File: src/rtl/mult_seq_ctrl.sv
// Iterative shift-add multiply controller owning the architectural HI/LO pair.
// One multiplier bit per clock, followed by a sign fix-up cycle and a commit cycle.
module mult_seq_ctrl #(
  parameter int WIDTH = 32
) (
  input  logic             CLK,
  input  logic             RST,
  input  logic             START,
  input  logic             SIGNED,
  input  logic [WIDTH-1:0] A,
  input  logic [WIDTH-1:0] B,
  input  logic             MTHI,
  input  logic             MTLO,
  input  logic [WIDTH-1:0] WDATA,
  output logic [WIDTH-1:0] HI,
  output logic [WIDTH-1:0] LO,
  output logic             BUSY,
  output logic             DONE
);

  localparam int CNT_W = $clog2(WIDTH) + 1;

  typedef enum logic [1:0] {
    ST_IDLE,
    ST_RUN,
    ST_FIX,
    ST_DONE
  } state_t;

  state_t             state;
  logic [WIDTH-1:0]   mcand;
  logic [2*WIDTH-1:0] acc;
  logic [CNT_W-1:0]   cnt;
  logic               neg;
  logic [WIDTH:0]     add_sum;

  // Two's-complement magnitude; the most negative value maps onto its unsigned twin.
  function automatic logic [WIDTH-1:0] magnitude(input logic [WIDTH-1:0] v,
                                                 input logic             is_signed);
    if (is_signed && v[WIDTH-1])
      return ~v + {{(WIDTH-1){1'b0}}, 1'b1};
    return v;
  endfunction

  function automatic logic [2*WIDTH-1:0] negate_wide(input logic [2*WIDTH-1:0] v);
    return ~v + {{(2*WIDTH-1){1'b0}}, 1'b1};
  endfunction

  // Upper half plus the multiplicand, keeping the carry so the shift loses nothing.
  always_comb begin
    add_sum = {1'b0, acc[2*WIDTH-1:WIDTH]};
    if (acc[0])
      add_sum = {1'b0, acc[2*WIDTH-1:WIDTH]} + {1'b0, mcand};
  end

  always_ff @(posedge CLK) begin
    if (RST) begin
      state <= ST_IDLE;
      HI    <= '0;
      LO    <= '0;
      BUSY  <= 1'b0;
      DONE  <= 1'b0;
      mcand <= '0;
      acc   <= '0;
      cnt   <= '0;
      neg   <= 1'b0;
    end else begin
      case (state)
        ST_IDLE: begin
          if (MTHI)
            HI <= WDATA;
          if (MTLO)
            LO <= WDATA;
          if (START) begin
            // The multiplier rides in the low half and is consumed as the product shifts in.
            mcand <= magnitude(A, SIGNED);
            acc   <= {{WIDTH{1'b0}}, magnitude(B, SIGNED)};
            neg   <= SIGNED & (A[WIDTH-1] ^ B[WIDTH-1]);
            cnt   <= '0;
            BUSY  <= 1'b1;
            state <= ST_RUN;
          end
        end

        ST_RUN: begin
          acc <= {add_sum, acc[WIDTH-1:1]};
          cnt <= cnt + 1'b1;
          if (cnt == CNT_W'(WIDTH - 1))
            state <= ST_FIX;
        end

        ST_FIX: begin
          if (neg)
            acc <= negate_wide(acc);
          state <= ST_DONE;
        end

        ST_DONE: begin
          // DONE doubles as the phase bit: first edge commits, second edge releases.
          if (!DONE) begin
            HI   <= acc[2*WIDTH-1:WIDTH];
            LO   <= acc[WIDTH-1:0];
            DONE <= 1'b1;
          end else begin
            DONE  <= 1'b0;
            BUSY  <= 1'b0;
            state <= ST_IDLE;
          end
        end

        default: state <= ST_IDLE;
      endcase
    end
  end

endmodule
File: config.mk
export PLATFORM = sky130hd
export DESIGN_NAME = mult_seq_ctrl
export DESIGN_NICKNAME = d
export VERILOG_FILES = /design/src/rtl/mult_seq_ctrl.sv
export SDC_FILE = /design/constraint.sdc
export NUM_CORES = 1
export LEC_CHECK = 0
export ABC_CLOCK_PERIOD_IN_PS = 3600
export CAP_MARGIN = 20
export CORE_AREA = 4 4 167 169
export DETAILED_ROUTE_END_ITERATION = 10
export DIE_AREA = 0 0 171 173
export PLACE_DENSITY = 0.68
export REMOVE_ABC_BUFFERS = 1
export SLEW_MARGIN = 10
export SYNTH_ARGS = -nofsm -noshare
export SYNTH_HDL_FRONTEND = slang
export SYNTH_SLANG_ARGS = --single-unit
File: constraint.sdc
create_clock -name CLK -period 3.6 [get_ports CLK]
set_input_delay 0.72 -clock CLK [delete_from_list [all_inputs] [get_ports CLK]]
set_output_delay 0.72 -clock CLK [all_outputs]
set_load 0.03 [all_outputs]
# == Word level (Yosys, flattened, before mapping) ==
# Cells that the tools add are included.
# totals
regBits,171
elab_cells,75
# op_classes
n_addsub,5
n_eq_ne,11
mux,32
n_bitwise,5
reduce_logical,13
# op_table
operator,n
$mux W32,8
$pmux W64 S3,1
$mux W64,2
$pmux W32 S2,2
$add A32 B1 Y32 const B,2
$add A64 B1 Y64 const B,1
$not A32 Y32,2
$not A64 Y64,1
$add A32 B32 Y33,1
$mux W33,1
$reduce_and A3 Y1,5
$ne A2 B2 Y1 const B,7
$pmux W6 S2,1
$mux W1,11
$pmux W2 S4,1
$add A6 B1 Y6 const B,1
$eq A6 B5 Y1 const B,1
$mux W2,3
$mux W6,1
$eq A2 B2 Y1 const B,2
$reduce_and A2 Y1,2
$reduce_bool A2 Y1,2
$reduce_bool A3 Y1,1
$eq A2 B1 Y1 const B,1
other kinds (5),6

# == Logic depth before layout (Yosys ltp) ==
# Gate-level depths: netlist (run 1).
# depth
ltp_word,8
mapped_depth,12
depth_no_buf,10

# == Worst setup path before layout (run 1) ==
# OpenSTA, ideal clock, no wires.
# synth_timing
path_type,register to register
startpoint,register acc[0]
endpoint,register acc[48]
setup_ns,0.131
arrival_time_ns,3.119
path_slack_ns,0.350
path_stages_with_launch,13
n_path_buf,2
synth_period_minus_slack_ns,3.250
path_cell_list,dfxtp_1 -> buf_6 -> inv_1 -> ha_1 -> or4b_1 -> clkbuf_1 -> or4b_4 -> nor3_2 -> nand3_1 -> nor4b_1 -> nor3_1 -> a221oi_1 -> o21ai_0
# synth_between
elab_chain_len,4
# synth_lines
element,line,source
start: declaration,32,logic [2*WIDTH-1:0] acc;
start signal: assignment,77,"acc <= {{WIDTH{1'b0}}, magnitude(B, SIGNED)};"
start signal: assignment,86,"acc <= {add_sum, acc[WIDTH-1:1]};"
start signal: assignment,94,acc <= negate_wide(acc);
$not A64 Y64,46,"return ~v + {{(2*WIDTH-1){1'b0}}, 1'b1};"
$add A64 B1 Y64,46,
$mux W64,93,if (neg)
$pmux W64 S3 *,68,case (state)
# Every way passes the cells marked *; elsewhere a longest branch is shown, timed or not. The select of a mux whose other input is x is not followed.
# A chain may end at the register's enable or synchronous reset.

# == Worst setup path after layout (run 1) ==
# layout_timing
startpoint,register mcand[0]
endpoint,register acc[59]
# layout_between
elab_chain_len,3
# layout_lines
element,line,source
start: declaration,31,logic [WIDTH-1:0] mcand;
start signal: assignment,76,"mcand <= magnitude(A, SIGNED);"
$add A32 B32 Y33,53,"add_sum = {1'b0, acc[2*WIDTH-1:WIDTH]} + {1'b0, mcand};"
$mux W33,52,if (acc[0])
$pmux W64 S3,68,
# Every way passes these cells.

==> results.md, run 1 <==
- Number of flops mapped to enable cells by yosys: 0
- Synth top area cells: dfxtp_1 29%, a21oi_1 7.3%, a211oi_1 6.7%, nor2_1 6.3%, ha_1 4.2%
- Mux share of post-synthesis cell area: 1.476%
- WL met2: 17,540 um
- Register area share after synthesis: 29.06%
- GRT Overall Usage: 25.26%
- Vias: 12,440
- Wl on met1: 17,960 um
- Worst-path fanout max: 2
- Clock sinks: 171
- Mapped Cells: 1,571
- Top-count cell post-synth: nor2_1
- Placed cells: 2,020
- TritonCTS Buffers: 17
- IO Count: 168
- Crit path cell chain: ha_1 > fa_1 > a21o_1 > a221oi_1 > o211ai_1 > or4b_2 > a31oi_1 > o41ai_1 > mux2i_1 > o31a_1
- Startpoint types: flip-flop
- Skew-Pair Late Insertion Delay: 440 ps
- Largest family of logic cells by synthesized area: compound AO/OA/AOI/OAI gates
- Post-route ant nets: 0
- Die Y: 173 um
- Period utilization: 92.46%
- Ys async rst share: 0%
- Least-Margin Pin Slew: 970.7 ps
- Wire length per cell: 19.08 um
- Top cell type's share of synthesized area: 29.06%
- Max cap viols: 0
- Critical path endpoint category: flip-flop
- DR WL met3: 2836 um
- TritonRoute pass-1 iters: 6
- Cell Pwr Density: 800.9 mW/mm2
- Post-DP HPWL: 28,080 um
- Placed Area: 0.01392 mm2
- Slew Viols, Final: 0
- GPL Wtd Cong: 0.9474
- RSZ-0062 raised after global routing: no
- CTS tree: done
- Post-Synth XOR/XNOR Area: 7.435%
- Synth Area in Simple Gates: 23.04%
- Netlist cell types: 83
- CTS Hold Bufs: 0
- Port bufs: 167
- Vias in the first global route: 11,750
- Dominant cell type by area after synthesis: dfxtp_1
- Fin nets: 1,841
- Cell area after layout: 0.01451 mm2
- GRT Residual Overflow: 0
- Total Wirelength: 39,160 um
- Mapped cell area: 0.01178 mm2
- Adder-Cell Fraction of Synth Area: 4.418%
- Worst path required time: 3920 ps
- Clk root buf: clkbuf_16
- Critical Path AT: 3650 ps
- Share of cells above drive strength 1: 6.955%
- Most used DFF post-synth: dfxtp_1
- Clock skew: 13.63 ps
- Slowest-stage cell, CP: or4b_2
- Worst setup path class: reg -> reg
- Clock transition at path regs: 70 ps
- CTS max path bufs: 2
- Final Hold Viols: 0
- Hold Path Class: reg -> reg
- Area delta synth->final: 23.15%
- Setup TNS: 0 ps
- Core area: 0.02658 mm2
- Synth cell count leaders: 197 x nor2_1, 172 x a21oi_1, 171 x dfxtp_1
- DRT iter0 DRCs: 1,226
- Initial antenna violation count: 0
- P_leak: 5.320 nW
- Relative slew slack: 35.29%
- Die Area: 0.02958 mm2
- Vias per Instance: 6.061
- H-tree Lvls: 4
- Total number of yosys warnings: 0
- Diodes inserted: 0
- F_max: 300.4 MHz
- Final setup violation count: 0
- Setup bufs post-CTS: 0
- DR DRC count: 0
- Worst path max stage delay: 660 ps
- First-pass GRT wire length: 61,620 um
- Largest net degree at the start of global routing: 147
- Final Critical Period: 3328 ps
- DR top layer: met4
- Post-Layout Cell Count: 2,052
- Initial Util: 44.33%
- Peak supply drop: 0.4522 mV
- Row count: 60
- Synth Register Bits: 171
- Die W: 171 um
- Avg Cell Area, Syn: 7.498 um2
- Status: finished, final reports clean
- # resized after CTS: 0
- Compound-Gate Fraction of Synth Area: 29.61%
[where the power goes]
group          total (mW)  internal (mW)  leakage (nW)  switching (mW)
combinational        6.58           2.42          3.63            4.15
clock                1.87          0.983         0.279           0.889
sequential           3.17           2.56          1.41           0.608
[per-stage QoR]
| stage | setup slack (ps) | utilization, % | hold slack, ps | power [mW] |
|---|---|---|---|---|
| after global placement | 138.2 | 52.40 | 449.3 | 9.582 |
| after CTS | 264.7 | 54.59 | 473.4 | 11.56 |
| final | 271.6 | 54.59 | 471.9 | 11.62 |
| after global routing | 101.5 | 54.59 | 511.6 | 12.32 |
| after floorplan | -1982 | - | 426.2 | 7.265 |
| after detailed placement | 61.58 | 52.40 | 463.5 | 9.676 |
[registers in the layout (all words and copies together) (netlist names)]
register  count
cnt           6
state         2
neg           1
DONE          1
LO           32
BUSY          1
mcand        32
HI           32
acc          64
[layout by cell type (no fill, tap or decap), types with 15 or more instances in the layout]
cell type / netlist / routed
a211oi_1: 105 / 105
or3_1: 24 / 24
xnor2_1: 43 / 43
o21ai_0: 69 / 69
a21o_1: 19 / 19
buf_4: 0 / 58
nor3_1: 56 / 55
dfxtp_1: 171 / 171
nand3_1: 36 / 36
clkbuf_16: 0 / 17
clkdlybuf4s50_1: 0 / 166
nand2_1: 113 / 113
o31ai_1: 18 / 18
nand4_1: 15 / 15
nor4_1: 25 / 25
nor2_1: 197 / 197
ha_1: 40 / 39
xor2_1: 57 / 57
inv_1: 31 / 31
a221oi_1: 21 / 21
a21oi_1: 172 / 170
nor2b_1: 36 / 36
[worst paths after layout]
kind,to,cells after the start,from,slack [ps]
worst min register to register,mcand[0],2,mcand[0],470
worst max register to register,acc[59],10,mcand[0],270
worst min-delay path,mcand[0],2,mcand[0],470
worst max-delay path,acc[59],10,mcand[0],270
[cell families (layout without fill, tap and decap cells)]
group | count (synthesis) | in the layout
adders and majority gates | 41 | 41
and+or+nand+nor | 563 | 563
xor gates and xnor gates | 100 | 100
AOI/OAI and AO/OA | 528 | 528
DFF | 171 | 171
muxes | 17 | 17
buffers and inverters | 151 | 291
[final cells by class]
| class | count | area, um2 |
|---|---|---|
| multi-input cells | 1249 | 7814 |
| clock buffers | 18 | 429.2 |
| well taps | 341 | 426.7 |
| clock inverters | 14 | 153.9 |
| flip-flops and latches | 171 | 3423 |
| repair buffers | 226 | 2137 |
| fillers | 2577 | 12070 |
| inverters | 33 | 123.9 |
[worst max-delay path, delay by kind of cell (launching register included)]
| family | cells | cell delay (ps) |
|---|---|---|
| mux | 1 | 140 |
| fa+ha+maj | 2 | 630 |
| simple gates | 1 | 660 |
| flops | 1 | 320 |
| compound gates | 6 | 1460 |
[routing by layer]
metal | vias up | track usage (%)
li1 | 6078 | -
met1 | 5780 | 35.51
met2 | 519 | 40.12
met3 | 61 | 3.338
met4 | 0 | 8.055
met5 | - | 0
(Power assumes the default switching activity.)
==> inputs of run 2 (changes only) <==
--- a/config.mk
+++ b/config.mk
@@ -7,9 +7,9 @@
 export LEC_CHECK = 0
 export ABC_CLOCK_PERIOD_IN_PS = 3600
 export CAP_MARGIN = 20
-export CORE_AREA = 4 4 167 169
+export CORE_AREA = 3 3 166 168
 export DETAILED_ROUTE_END_ITERATION = 10
-export DIE_AREA = 0 0 171 173
+export DIE_AREA = 0 0 169 171
 export PLACE_DENSITY = 0.68
 export REMOVE_ABC_BUFFERS = 1
 export SLEW_MARGIN = 10
==> results.md, run 2 (synthesis results as in run 1) <==
- Status: finished, final reports clean (unchanged)
- TritonRoute pass-1 iters: 6 (unchanged)
- RSZ-0062 raised after global routing: no (unchanged)
- Startpoint types: flip-flop (unchanged)
- Placed Area: 0.01388 mm2 (was 0.01392 mm2)
- Relative slew slack: 40.37% (was 35.29%)
- Vias: 12,450 (was 12,440)
- Clock skew: 12.99 ps (was 13.63 ps)
- GRT Overall Usage: 25.89% (was 25.26%)
- Int Power: 6.057 mW (was 5.969 mW)
- Gate power share: 55.8% (was 56.6%)
- Cell Pwr Density: 803.9 mW/mm2 (was 800.9 mW/mm2)
- Hold Path Class: reg -> reg (unchanged)
- # resized after CTS: 0 (unchanged)
- Crit. Startpoint: mcand[0] (unchanged)
- Cell area after layout: 0.01449 mm2 (was 0.01451 mm2)
- CTS Hold Bufs: 0 (unchanged)
- Clock transition at path regs: 70 ps (about the same)
- Final setup violation count: 0 (unchanged)
- Commonest non-fill, non-tap cell in the layout: nor2_1 (unchanged)
- DRT iter0 DRCs: 1,133 (was 1,226)
- Initial antenna violation count: 0 (unchanged)
- Setup bufs post-CTS: 0 (unchanged)
- Worst slack, placed: 4.910 ps (was 61.58 ps)
- RR Endpoint: acc[59] (unchanged)
- Total Wirelength: 38,700 um (was 39,160 um)
- Clock sinks: 171 (unchanged)
- Fin nets: 1,836 (was 1,841)
- Share of cells above drive strength 1: 6.686% (was 6.955%)
- FF-to-FF path depth: 10 (unchanged)
- Die Area: 0.02890 mm2 (was 0.02958 mm2)
- CTS max path bufs: 2 (unchanged)
- PnR worst setup slack: 320.8 ps (was 271.6 ps)
- R2r setup slk: 320 ps (was 270 ps)
- IO Count: 168 (unchanged)
- Least-Margin Pin Slew: 891.2 ps (was 970.7 ps)
- Worst setup path class: reg -> reg (unchanged)
- Skew-Pair Late Insertion Delay: 440 ps (about the same)
- # fillers: 2,483 (was 2,577)
- Post-route ant nets: 0 (unchanged)
- Worst-path fanout max: 2 (unchanged)
- Core area: 0.02606 mm2 (was 0.02658 mm2)
- Max reg flops: 64 (unchanged)
- P_leak: 5.311 nW (was 5.320 nW)
- Vias in the first global route: 11,320 (was 11,750)
- Clk root buf: clkbuf_16 (unchanged)
- GPL Wtd Cong: 0.8992 (was 0.9474)
- H-tree Lvls: 4 (unchanged)
- First-pass GRT wire length: 61,020 um (was 61,620 um)
- Row count: 59 (was 60)
- Setup TNS: 0 ps (unchanged)
- Max cap viols: 0 (unchanged)
- DR DRC count: 0 (unchanged)
- Die Y: 171 um (was 173 um)
- Period utilization: 91.09% (was 92.46%)
- Largest register by flop count: acc (unchanged)
- Critical path endpoint category: flip-flop (unchanged)
- Seq pwr share: 27.3% (about the same)
- Largest net degree at the start of global routing: 145 (was 147)
- Worst hold slack: 462.9 ps (was 471.9 ps)
- Reg-to-reg critical path startpoint: mcand[0] (unchanged)
- GRT Residual Overflow: 0 (unchanged)
- Slowest-stage cell, CP: or4b_2 (unchanged)
- Slew Viols, Final: 0 (unchanged)
- Die W: 169 um (was 171 um)
- Peak supply drop: 0.4562 mV (was 0.4522 mV)
- Switching part of the total power: 48.01% (was 48.63%)
- Final Critical Period: 3279 ps (was 3328 ps)
- Clk pwr share: 16.9% (was 16.1%)
- Crit path cell chain: ha_1 > fa_1 > a21o_1 > a221oi_1 > o211ai_1 > or4b_2 > a31oi_1 > o41ai_1 > mux2i_1 > o31a_1 (unchanged)
- Initial Util: 45.21% (was 44.33%)
- Final Hold Viols: 0 (unchanged)
- F_max: 305.0 MHz (was 300.4 MHz)
- Diodes inserted: 0 (unchanged)
- Post-DP HPWL: 27,730 um (was 28,080 um)
- Wire length per cell: 18.97 um (was 19.08 um)
- Worst path required time: 3920 ps (about the same)
- Worst setup path end: acc[59] (unchanged)
- CTS tree: done (unchanged)
- Switching power: 5.593 mW (was 5.650 mW)
- TritonCTS Buffers: 17 (unchanged)
- Area delta synth->final: 23.01% (was 23.15%)
- Most frequent cells in the layout: 197 x nor2_1, 171 x dfxtp_1, 170 x a21oi_1, 166 x clkdlybuf4s50_1, 113 x nand2_1 (unchanged)
- Port bufs: 167 (unchanged)
- Worst path max stage delay: 660 ps (about the same)
- Vias per Instance: 6.100 (was 6.061)
- Critical Path AT: 3600 ps (was 3650 ps)
## run 2: cell count changes in the layout (fill, tap and decap cells not counted)
cell	delta
clkinv_2	+1
buf_4	-5
inv_6	-1
clkinv_8	-1
clkinv_4	-1
bufinv_16	+2
clkbuf_1	-1
## run 2: routing by layer
metal,part of all wire (%),global-route usage (%),vias up,wire (um)
met5,0,0,-,0
met1,44,36.15,5693,17030
met3,9.2,4.090,70,3557
met4,2.2,7.551,0,837
li1,-,-,6075,-
met2,45,41.58,607,17270
## run 2: worst max-delay path, delay by kind of cell (launching register included)
kind / cells / cell delay [ps]
AOI/OAI and AO/OA: 6 / 1420
and+or+nand+nor: 1 / 660
adders and majority gates: 2 / 620
DFF: 1 / 320
muxes: 1 / 140
## run 2: layout make-up
class / count / area [um2] / area share (%)
Tap cell: 335 / 419.2 / 2.893
Sequential cell: 171 / 3423 / 23.62
Timing Repair Buffer: 221 / 2100 / 14.49
Multi-Input combinational cell: 1249 / 7814 / 53.92
Clock buffer: 17 / 425.4 / 2.936
Clock inverter: 14 / 185.2 / 1.278
Inverter: 33 / 123.9 / 0.8549
## run 2: stage by stage
| step | util [%] | total power [mW] | std cells |
|---|---|---|---|
| after global placement | 53.26 | 9.528 | 2009 |
| after global routing | 55.61 | 12.38 | 2040 |
| final | 55.61 | 11.65 | 2040 |
| after floorplan | - | 7.265 | 1453 |
| after detailed placement | 53.26 | 9.617 | 2009 |
| after CTS | 55.61 | 11.59 | 2040 |
## run 2: how the worst min path moves through the flow
stage / from / endpoint / slack [ps] / depth (start not counted)
2_1_floorplan: neg / neg / 430 / 2
3_3_place_gp: mcand[0] / mcand[0] / 450 / 2
3_5_place_dp: mcand[0] / mcand[0] / 460 / 2
4_1_cts: mcand[0] / mcand[0] / 470 / 2
5_1_grt: mcand[0] / mcand[0] / 510 / 2
6_report: mcand[0] / mcand[0] / 460 / 2
## run 2: power groups by stage
stage	Sequential [mW]	Clock (mW)	Combinational, mW
floorplan	3.80	0	3.47
global placement	3.19	0	6.34
detailed placement	3.21	0	6.40
CTS	3.18	1.98	6.43
global route	3.28	2.06	7.04
finish	3.19	1.96	6.50
